### config.mk
export PLATFORM = sky130hd
export DESIGN_NAME = puf_response_serializer
export DESIGN_NICKNAME = d
export VERILOG_FILES = /design/src/rtl/puf_ser_pkg.sv /design/src/rtl/puf_resp_fifo.sv /design/src/rtl/puf_response_serializer.sv
export SDC_FILE = /design/constraint.sdc
export NUM_CORES = 1
export LEC_CHECK = 0
export BUFFER_PORTS_ARGS = -buffer_cell sky130_fd_sc_hd__buf_4
export CORE_ASPECT_RATIO = 0.6
export CORE_MARGIN = 8
export CORE_UTILIZATION = 38
export DETAILED_ROUTE_END_ITERATION = 8
export PLACE_DENSITY = 0.64
export SLEW_MARGIN = 40
export SYNTH_ARGS = -nofsm -noshare
export SYNTH_HDL_FRONTEND = slang
export SYNTH_SLANG_ARGS = --single-unit
export TNS_END_PERCENT = 5
### constraint.sdc
create_clock -name clk -period 5.52 [get_ports clk]
set_input_delay 1.104 -clock clk [delete_from_list [all_inputs] [get_ports clk]]
set_output_delay 1.104 -clock clk [all_outputs]
set_load 0.05 [all_outputs]
### src/rtl/puf_ser_pkg.sv
// Shared types and constants for the PUF response serializer.
// PUF_SER_CHECKSUM_EN adds the CSUM state (7-byte frames with XOR checksum byte).
package puf_ser_pkg;

    localparam int FRAME_BYTES     = 6;
    localparam int LOOP_FIELD_BITS = 16;
    localparam int FRAME_BITS      = FRAME_BYTES * 8;
    localparam logic [7:0] TERM_BYTE_DEFAULT = 8'h5A;

    typedef enum logic [2:0] {
        IDLE,
        LOAD,
        SEND,
`ifdef PUF_SER_CHECKSUM_EN
        CSUM,
`endif
        TERM
    } ser_state_t;

    function automatic logic [7:0] frame_xor(input logic [FRAME_BITS-1:0] frame);
        logic [7:0] acc;
        acc = 8'h00;
        for (int i = 0; i < FRAME_BYTES; i++) begin
            acc = acc ^ frame[i*8 +: 8];
        end
        return acc;
    endfunction

endpackage

### src/rtl/puf_resp_fifo.sv
// Synchronous FIFO holding {loop_number, loop_response} entries; show-ahead read port.
// A pop never frees space for a push in the same cycle because full is evaluated before the edge.
module puf_resp_fifo #(
    parameter int WIDTH = 43,
    parameter int DEPTH = 16
) (
    input  logic             clk,
    input  logic             reset,
    input  logic             clear,
    input  logic             push,
    input  logic [WIDTH-1:0] wr_data,
    input  logic             pop,
    output logic [WIDTH-1:0] rd_data,
    output logic             full,
    output logic             empty
);

    localparam int AW = $clog2(DEPTH);

    logic [WIDTH-1:0] mem [DEPTH];
    logic [AW-1:0]    wr_ptr;
    logic [AW-1:0]    rd_ptr;
    logic [AW:0]      count;
    logic             do_push;
    logic             do_pop;

    assign full    = (count == (AW+1)'(DEPTH));
    assign empty   = (count == '0);
    assign do_push = push && !full && !clear;
    assign do_pop  = pop && !empty && !clear;
    assign rd_data = mem[rd_ptr];

    always_ff @(posedge clk) begin
        if (do_push) begin
            mem[wr_ptr] <= wr_data;
        end
    end

    always_ff @(posedge clk or negedge reset) begin
        if (!reset) begin
            wr_ptr <= '0;
            rd_ptr <= '0;
            count  <= '0;
        end else if (clear) begin
            wr_ptr <= '0;
            rd_ptr <= '0;
            count  <= '0;
        end else begin
            if (do_push) begin
                wr_ptr <= wr_ptr + 1'b1;
            end
            if (do_pop) begin
                rd_ptr <= rd_ptr + 1'b1;
            end
            case ({do_push, do_pop})
                2'b10:   count <= count + 1'b1;
                2'b01:   count <= count - 1'b1;
                default: count <= count;
            endcase
        end
    end

endmodule

### src/rtl/puf_response_serializer.sv
// Buffers PUF loop results and streams them as big-endian byte frames, then a terminator byte.
// Define PUF_SER_CHECKSUM_EN to append an XOR checksum byte to every frame.
//
// state | meaning
// IDLE  | waiting for a buffered entry or a pending done
// LOAD  | head entry captured in shift register, tx_valid rises next
// SEND  | frame bytes presented MSB first, one per handshake
// CSUM  | checksum byte presented (checksum build only)
// TERM  | terminator byte presented, done_out pulses on accept
module puf_response_serializer
    import puf_ser_pkg::*;
#(
    parameter int         TOT_CNT_BITS  = 32,
    parameter int         LOOP_NUM_BITS = 11,
    parameter int         FIFO_DEPTH    = 16,
    parameter logic [7:0] TERM_BYTE     = TERM_BYTE_DEFAULT
) (
    input  logic                     clk,
    input  logic                     reset,
    input  logic                     clear,
    input  logic                     store_resp,
    input  logic [LOOP_NUM_BITS-1:0] loop_number,
    input  logic [TOT_CNT_BITS-1:0]  loop_response,
    input  logic                     puf_done,
    output logic [7:0]               tx_data,
    output logic                     tx_valid,
    input  logic                     tx_ready,
    output logic                     overflow,
    output logic                     busy,
    output logic                     done_out
);

    localparam int ENTRY_W = LOOP_NUM_BITS + TOT_CNT_BITS;

    ser_state_t            state;
    logic [FRAME_BITS-1:0] shift_reg;
    logic [2:0]            byte_idx;
    logic                  done_pending;
    logic                  puf_done_q;
    logic                  done_rise;
    logic                  fifo_pop;
    logic                  fifo_full;
    logic                  fifo_empty;
    logic [ENTRY_W-1:0]    head;
    logic [FRAME_BITS-1:0] next_frame;
    logic                  last_data_xfer;
    logic                  frame_end;
`ifdef PUF_SER_CHECKSUM_EN
    logic [7:0]            csum;
`endif

    puf_resp_fifo #(
        .WIDTH (ENTRY_W),
        .DEPTH (FIFO_DEPTH)
    ) u_fifo (
        .clk     (clk),
        .reset   (reset),
        .clear   (clear),
        .push    (store_resp),
        .wr_data ({loop_number, loop_response}),
        .pop     (fifo_pop),
        .rd_data (head),
        .full    (fifo_full),
        .empty   (fifo_empty)
    );

    assign next_frame     = {{(LOOP_FIELD_BITS-LOOP_NUM_BITS){1'b0}}, head};
    assign done_rise      = puf_done && !puf_done_q;
    assign tx_data        = shift_reg[FRAME_BITS-1 -: 8];
    assign busy           = !fifo_empty || (state != IDLE) || done_pending;
    assign last_data_xfer = (state == SEND) && tx_ready && (byte_idx == 3'(FRAME_BYTES-1));
`ifdef PUF_SER_CHECKSUM_EN
    assign frame_end      = (state == CSUM) && tx_ready;
`else
    assign frame_end      = last_data_xfer;
`endif
    // Pop coincides with the edge that moves the FSM into LOAD.
    assign fifo_pop = !clear && !fifo_empty && ((state == IDLE) || frame_end);

    always_ff @(posedge clk or negedge reset) begin
        if (!reset) begin
            state        <= IDLE;
            shift_reg    <= '0;
            byte_idx     <= '0;
            tx_valid     <= 1'b0;
            done_out     <= 1'b0;
            done_pending <= 1'b0;
            overflow     <= 1'b0;
            puf_done_q   <= 1'b0;
`ifdef PUF_SER_CHECKSUM_EN
            csum         <= '0;
`endif
        end else begin
            puf_done_q <= puf_done;
            done_out   <= 1'b0;
            if (clear) begin
                state        <= IDLE;
                shift_reg    <= '0;
                byte_idx     <= '0;
                tx_valid     <= 1'b0;
                done_pending <= 1'b0;
                overflow     <= 1'b0;
            end else begin
                if (store_resp && fifo_full) begin
                    overflow <= 1'b1;
                end
                case (state)
                    IDLE: begin
                        if (!fifo_empty) begin
                            shift_reg <= next_frame;
`ifdef PUF_SER_CHECKSUM_EN
                            csum      <= frame_xor(next_frame);
`endif
                            byte_idx  <= '0;
                            state     <= LOAD;
                        end else if (done_pending) begin
                            shift_reg <= {TERM_BYTE, {(FRAME_BITS-8){1'b0}}};
                            tx_valid  <= 1'b1;
                            state     <= TERM;
                        end
                    end
                    LOAD: begin
                        tx_valid <= 1'b1;
                        state    <= SEND;
                    end
                    SEND: begin
                        if (last_data_xfer) begin
`ifdef PUF_SER_CHECKSUM_EN
                            shift_reg <= {csum, {(FRAME_BITS-8){1'b0}}};
                            state     <= CSUM;
`else
                            tx_valid <= 1'b0;
                            byte_idx <= '0;
                            if (!fifo_empty) begin
                                shift_reg <= next_frame;
                                state     <= LOAD;
                            end else begin
                                shift_reg <= '0;
                                state     <= IDLE;
                            end
`endif
                        end else if (tx_ready) begin
                            shift_reg <= shift_reg << 8;
                            byte_idx  <= byte_idx + 3'd1;
                        end
                    end
`ifdef PUF_SER_CHECKSUM_EN
                    CSUM: begin
                        if (tx_ready) begin
                            tx_valid <= 1'b0;
                            byte_idx <= '0;
                            if (!fifo_empty) begin
                                shift_reg <= next_frame;
                                csum      <= frame_xor(next_frame);
                                state     <= LOAD;
                            end else begin
                                shift_reg <= '0;
                                state     <= IDLE;
                            end
                        end
                    end
`endif
                    TERM: begin
                        if (tx_ready) begin
                            tx_valid     <= 1'b0;
                            shift_reg    <= '0;
                            done_out     <= 1'b1;
                            done_pending <= 1'b0;
                            state        <= IDLE;
                        end
                    end
                    default: state <= IDLE;
                endcase
                // A new run's done edge wins over the terminator clearing the old one.
                if (done_rise) begin
                    done_pending <= 1'b1;
                end
            end
        end
    end

endmodule

==> metrics, run 1 <==
Crit path required time between 4 and 5 ns; clock-pin slew on the worst setup and hold paths approximately 0.060 ns; Syn Std Cell Area between 0.02 and 0.03 mm2; multi-input logic area between 0.006 and 0.007 mm2; r2r setup slk roughly 2.1 ns; Area Overhead vs Synth 14.6%; antenna-violating nets left 0; post-synth cell types between 50 and 60; # diodes 0; number of synthesized flops with an enable pin ~690; vias ~14000; core region area between 0.07 and 0.08 mm2; io pins 61; Final Max Tran Viols 0; Storage cell area approximately 0.022 mm2; post-CTS setup buffers 0; max FFs per register 688; Resized cells post-CTS 0; worst r2r dst u_fifo.count[4]$_DFFE_PN0P_; normalized max-slew margin 0.449; DRC Markers 0; final setup violating endpoints 0; dominant cells by area after synthesis edfxtp_1 (70%), mux4_2 (13%), dfrtp_1 (6.0%), a211oi_1 (1.8%), mux2i_1 (1.7%); ys async rst share 0.0935; CTS Root Cell clkbuf_16; Arr. time, crit path between 2 and 2.5 ns; PwrDens roughly 420 mW/mm2; sequential area share after synthesis 0.758; # nets final 1583; Die W roughly 380 um; RePlAce Congestion around 0.78; Starting Density 0.383; fillcell total between 6000 and 7000; Via-to-Cell Ratio approximately 5.5; skew final 0.0140 ns; critical path class reg -> out; DR iter-0 viols approximately 1500; RSZ-0062 raised after global routing false; Yosys top cell by area edfxtp_1; Fin Setup TNS 0 ns; Bufs on Longest Clock Path 3; Hold Startpoint shift_reg[43]$_DFFE_PN0P_; status finished clean; Congestion Overflow GR 0; drt pass-1 iters 5; yosys warns 0; largest net degree at the start of global routing 85; Tmin final 3.47 ns; vias in the first global route 14800; Num CTS Buffers about 70; layout cells sized above 1 0.264; Endpoint, Worst Hold shift_reg[43]$_DFFE_PN0P_; max cap viols 0; area share of the largest cell type after synthesis 0.698; antenna violations before repair 1; Static Leak about 11 nW; R2R cell count 11; #FFs+latches synth ~760; worst-margin pin slew about 0.83 ns; CTS tree yes; fmax 0.288 GHz; Post-Synthesis Net Count roughly 1500; Tightest Hold Check Type reg -> reg; period utilization 0.629; Max FO, Critical Path 7; hold buffer count at CTS 0; Critical path origin state[0]$_DFFE_PN0P_; die area about 0.087 mm2; htree depth 3; CTS Sinks roughly 760; Hold Crit Depth 2; critical path startpoint category flop; post-detail-place hpwl approximately 39 mm; peak supply drop about 220 uV; hold slack just under 0.5 ns; global-route wire length before repair 98.7 mm; port bufs 60; Post-Route WL 66.3 mm; r2r startpoint state[0]$_DFFE_PN0P_; Mean Syn Cell Area 20.7 um2; Main synth FF type edfxtp_1; Routed wire per std cell 25.3 um; Total GRT Usage 0.149; Post-Synthesis Cells 1432; site row count 79; Die Ht around 230 um; Clk Latency, worst-skew pair around 0.6 ns; Hold Fails Final Rpt 0; Critical Path End Type primary output
cells in the mapped netlist, types with 12 or more instances:
master and n:
nor2b_1 40, nor2_1 39, a211oi_1 72, nand2_1 32, mux4_2 168, buf_2 24, ha_1 14, mux2i_1 51
edfxtp_1 688, a21oi_1 17, o21ai_0 17, dfrtp_1 71, a221o_1 35, inv_1 12, clkbuf_1 52
layout make-up:
cell class	count	area share
Sequential cell	759	0.662
Multi-Input combinational cell	568	0.201
Clock buffer	88	0.0548
Tap cell	1053	0.0389
Timing Repair Buffer	110	0.0318
Clock inverter	34	0.0103
Inverter	12	0.00133
power by group:
| group | total (mW) | switching (mW) | internal (mW) | leakage (nW) |
|---|---|---|---|---|
| combinational | 2.66 | 1.44 | 1.22 | 2.44 |
| sequential | 6.84 | 0.315 | 6.53 | 7.16 |
| clock | 4.74 | 2.06 | 2.68 | 1.09 |
worst max-delay path by stage:
stage | endpoint | cells after the start | slack, ns
after floorplan | u_fifo.mem[0][0]$_DFFE_PP_ | 4 | 0.46
after detailed placement | u_fifo.count[4]$_DFFE_PN0P_ | 10 | 1.92
after CTS | busy | 5 | 2.03
final | busy | 5 | 2.05
after global routing | u_fifo.count[4]$_DFFE_PN0P_ | 11 | 1.92
after global placement | shift_reg[29]$_DFFE_PN0P_ | 6 | 1.93
stage by stage:
step	total power [mW]	util	instance area, um2	std cells	worst slack [ns]
global route	14.8	0.439	33900	2624	1.92
finish	14.2	0.439	33900	2624	2.05
floorplan	8.76	-	29600	1432	0.460
global placement	9.59	0.407	31500	2493	1.93
detailed placement	9.64	0.409	31600	2498	1.92
CTS	14.4	0.437	33800	2620	2.03
worst max-delay path, cell delays in order (launching register included):
cell and delay, ns:
dfrtp_1 0.44, inv_1 0.12, ha_1 0.31, inv_1 0.09, or4_4 0.59, buf_4 0.22
placed cells by master (no fill, tap or decap), types with 14 or more instances in the layout:
| cell | instances |
|---|---|
| edfxtp_1 | 688 |
| mux4_2 | 168 |
| buf_4 | 93 |
| a211oi_1 | 72 |
| clkbuf_16 | 70 |
| dfrtp_1 | 67 |
| mux2i_1 | 51 |
| nor2b_1 | 40 |
| a221o_1 | 35 |
| nand2_1 | 32 |
| nor2_1 | 27 |
| o21ai_0 | 17 |
| a21oi_1 | 17 |
| ha_1 | 14 |
| clkbuf_1 | 14 |
| clkinv_2 | 14 |
metal layers:
metal,wire [um],share of wire,GRT usage
met1,31600,0.48,0.226
met2,30000,0.45,0.228
met3,3640,0.055,0.0257
met4,1030,0.016,0.0304
met5,8,0.00012,0
logic make-up after synthesis:
kind of cell	synth area share
flops	0.758
mux	0.148
compound gates	0.0445
simple gates	0.0249
buf+inv	0.0166
fa+ha+maj	0.00659
xor+xnor	0.00178
(Power assumes the default switching activity.)
==> run 2: changes to the inputs <==
clock period = 3.5 ns   (was 5.52 ns; I/O delays follow)
==> run 2 against run 1 <==
Against the previous run: clock power rose by 50%; final area barely moved; sequential power rose by 56%; critical path type is now reg -> reg; largest power group unchanged.
==> metrics, run 2 (same netlist as run 1, synthesis figures left out) <==
Combinational Power Share 0.194; skew final 0.0246 ns; post-detail-place hpwl slightly below 40 mm; htree depth 3; vias in the first global route about 15000; Tmin final 3.10 ns; fmax about 0.32 GHz; met1 usage 0.233; CP cell instances or4_4 -> o21ai_1 -> nand2_1 -> fa_1 -> nand2b_1 -> o2bb2ai_1 -> or4b_1 -> a21oi_1 -> a211o_1; met2 usage 0.231; most frequent cells in the layout edfxtp_1 (688), mux4_2 (168), buf_4 (123); delay-heaviest family, CP simple AND/OR/NAND/NOR gates; placed instance area between 0.03 and 0.04 mm2; DR iter-0 viols about 1700; PwrDens around 650 mW/mm2; Bufs on Longest Clock Path 3; Fin Setup TNS 0 ns; Via-to-Cell Ratio roughly 5.6; R2R cell count 9; Clk pwr share 0.322; io pins slightly above 60; Arr. time, crit path 3.62 ns; CTS Root Cell clkbuf_16; commonest non-fill, non-tap cell in the layout edfxtp_1; max FFs per register ~700; Final Max Tran Viols 0; Routed wire per std cell 26.0 um; max cap viols 0; Int Pwr approximately 16 mW; period utilization 0.885; Resized cells post-CTS 0; port bufs 60; Starting Density 0.383; Buf+Inv Stages, Crit Path 0; power share of the sequential group 0.484; Tightest Hold Check Type in -> async; antenna violations before repair 4; global-route wire length before repair between 100 and 150 mm; clock-pin slew on the worst setup and hold paths roughly 0.06 ns; status finished clean; RSZ-0062 raised after global routing false; Max FO, Critical Path 7; critical path's slowest cell or4_4; Die Ht 232 um; antenna-violating nets left 0; critical path class reg -> reg; Post-Route WL 68.9 mm; largest net degree at the start of global routing between 50 and 60; post-CTS setup buffers 0; Critical Path End u_fifo.count[4]$_DFFE_PN0P_; worst r2r dst u_fifo.count[4]$_DFFE_PN0P_; CP peak stage delay approximately 0.6 ns; core region area 0.0773 mm2; die area approximately 0.087 mm2; DRC Markers 0; Static Leak between 10 and 15 nW; layout cells sized above 1 0.273; total power ~22 mW; final setup violating endpoints 0; Net Sw Power around 5.9 mW; Hold Fails Final Rpt 0; Net Sw Frac 0.266; Crit. path cell count 9; # nets final roughly 1600; Total GRT Usage 0.156; r2r startpoint u_fifo.count[1]$_DFFE_PN0P_; hold buffer count at CTS 0; site row count a little under 80; critical path startpoint category flop; CTS Sinks around 760; RePlAce Congestion about 0.77; Critical Path End Type flop; Num CTS Buffers 67; worst-margin pin slew just over 0.8 ns; Die W 376 um; Area Overhead vs Synth 14.6%; Critical path origin u_fifo.count[1]$_DFFE_PN0P_; Design Area, Final around 0.034 mm2; GRT busiest layer met1; peak supply drop between 500 and 600 uV; vias around 15000; normalized max-slew margin 0.461; Congestion Overflow GR 0; Clk Latency, worst-skew pair roughly 0.60 ns; CTS tree yes; r2r setup slk 0.40 ns; Crit path required time approximately 4 ns; drt pass-1 iters 6; met3 Resource Use GR 0.0373
[run 2: cell types whose count changed in the layout (fill, tap and decap cells not counted), sizes merged]
cell	before	now
buf	109	138
clkinv	22	18
bufinv	6	3
clkinvlp	1	3
clkbuf	89	90
diode	0	1
inv	17	16
[run 2: area by class of cell]
| type | instances | area [um2] |
|---|---|---|
| flip-flops and latches | 759 | 22500 |
| multi-input cells | 568 | 6800 |
| clock buffers | 90 | 1850 |
| clock inverters | 28 | 230 |
| fillers | 6585 | 43400 |
| well taps | 1053 | 1320 |
| inverters | 12 | 45.0 |
| diodes | 1 | 2.50 |
| repair buffers | 138 | 1220 |
[run 2: worst min path at each step]
stage,from,end,slack (ns),cells after the start
CTS,reset,shift_reg[20]$_DFFE_PN0P_,0.11,1
global placement,shift_reg[0]$_DFFE_PN0P_,shift_reg[0]$_DFFE_PN0P_,0.48,2
floorplan,reset,byte_idx[0]$_DFFE_PN0P_,0.40,0
detailed placement,shift_reg[44]$_DFFE_PN0P_,shift_reg[44]$_DFFE_PN0P_,0.48,2
finish,reset,byte_idx[1]$_DFFE_PN0P_,0.12,1
global route,reset,shift_reg[32]$_DFFE_PN0P_,0.13,1
[run 2: per-stage QoR]
step           std cells  utilization  hold WS (ns)  setup WS (ns)
2_1_floorplan       1432            -         0.404          -1.15
3_3_place_gp        2529        0.412         0.476          0.408
3_5_place_dp        2530        0.412         0.480          0.374
4_1_cts             2648        0.439         0.115          0.428
5_1_grt             2648        0.439         0.126          0.289
6_report            2649        0.439         0.122          0.402
[run 2: layer usage]
layer / routed length [um] / share of wire / vias up
met5: 41 / 0.00060 / -
met3: 5100 / 0.074 / 95
met1: 31800 / 0.46 / 7957
met4: 1200 / 0.017 / 6
met2: 30700 / 0.45 / 498
li1: - / - / 6158
[run 2: power by group through the flow]
stage          registers (mW)  logic [mW]  clock network (mW)
2_1_floorplan            10.7        3.15                   0
3_3_place_gp             10.9        4.26                   0
3_5_place_dp             10.9        4.34                   0
4_1_cts                  10.7        4.35                7.30
5_1_grt                  10.8        4.65                7.63
6_report                 10.7        4.31                7.13
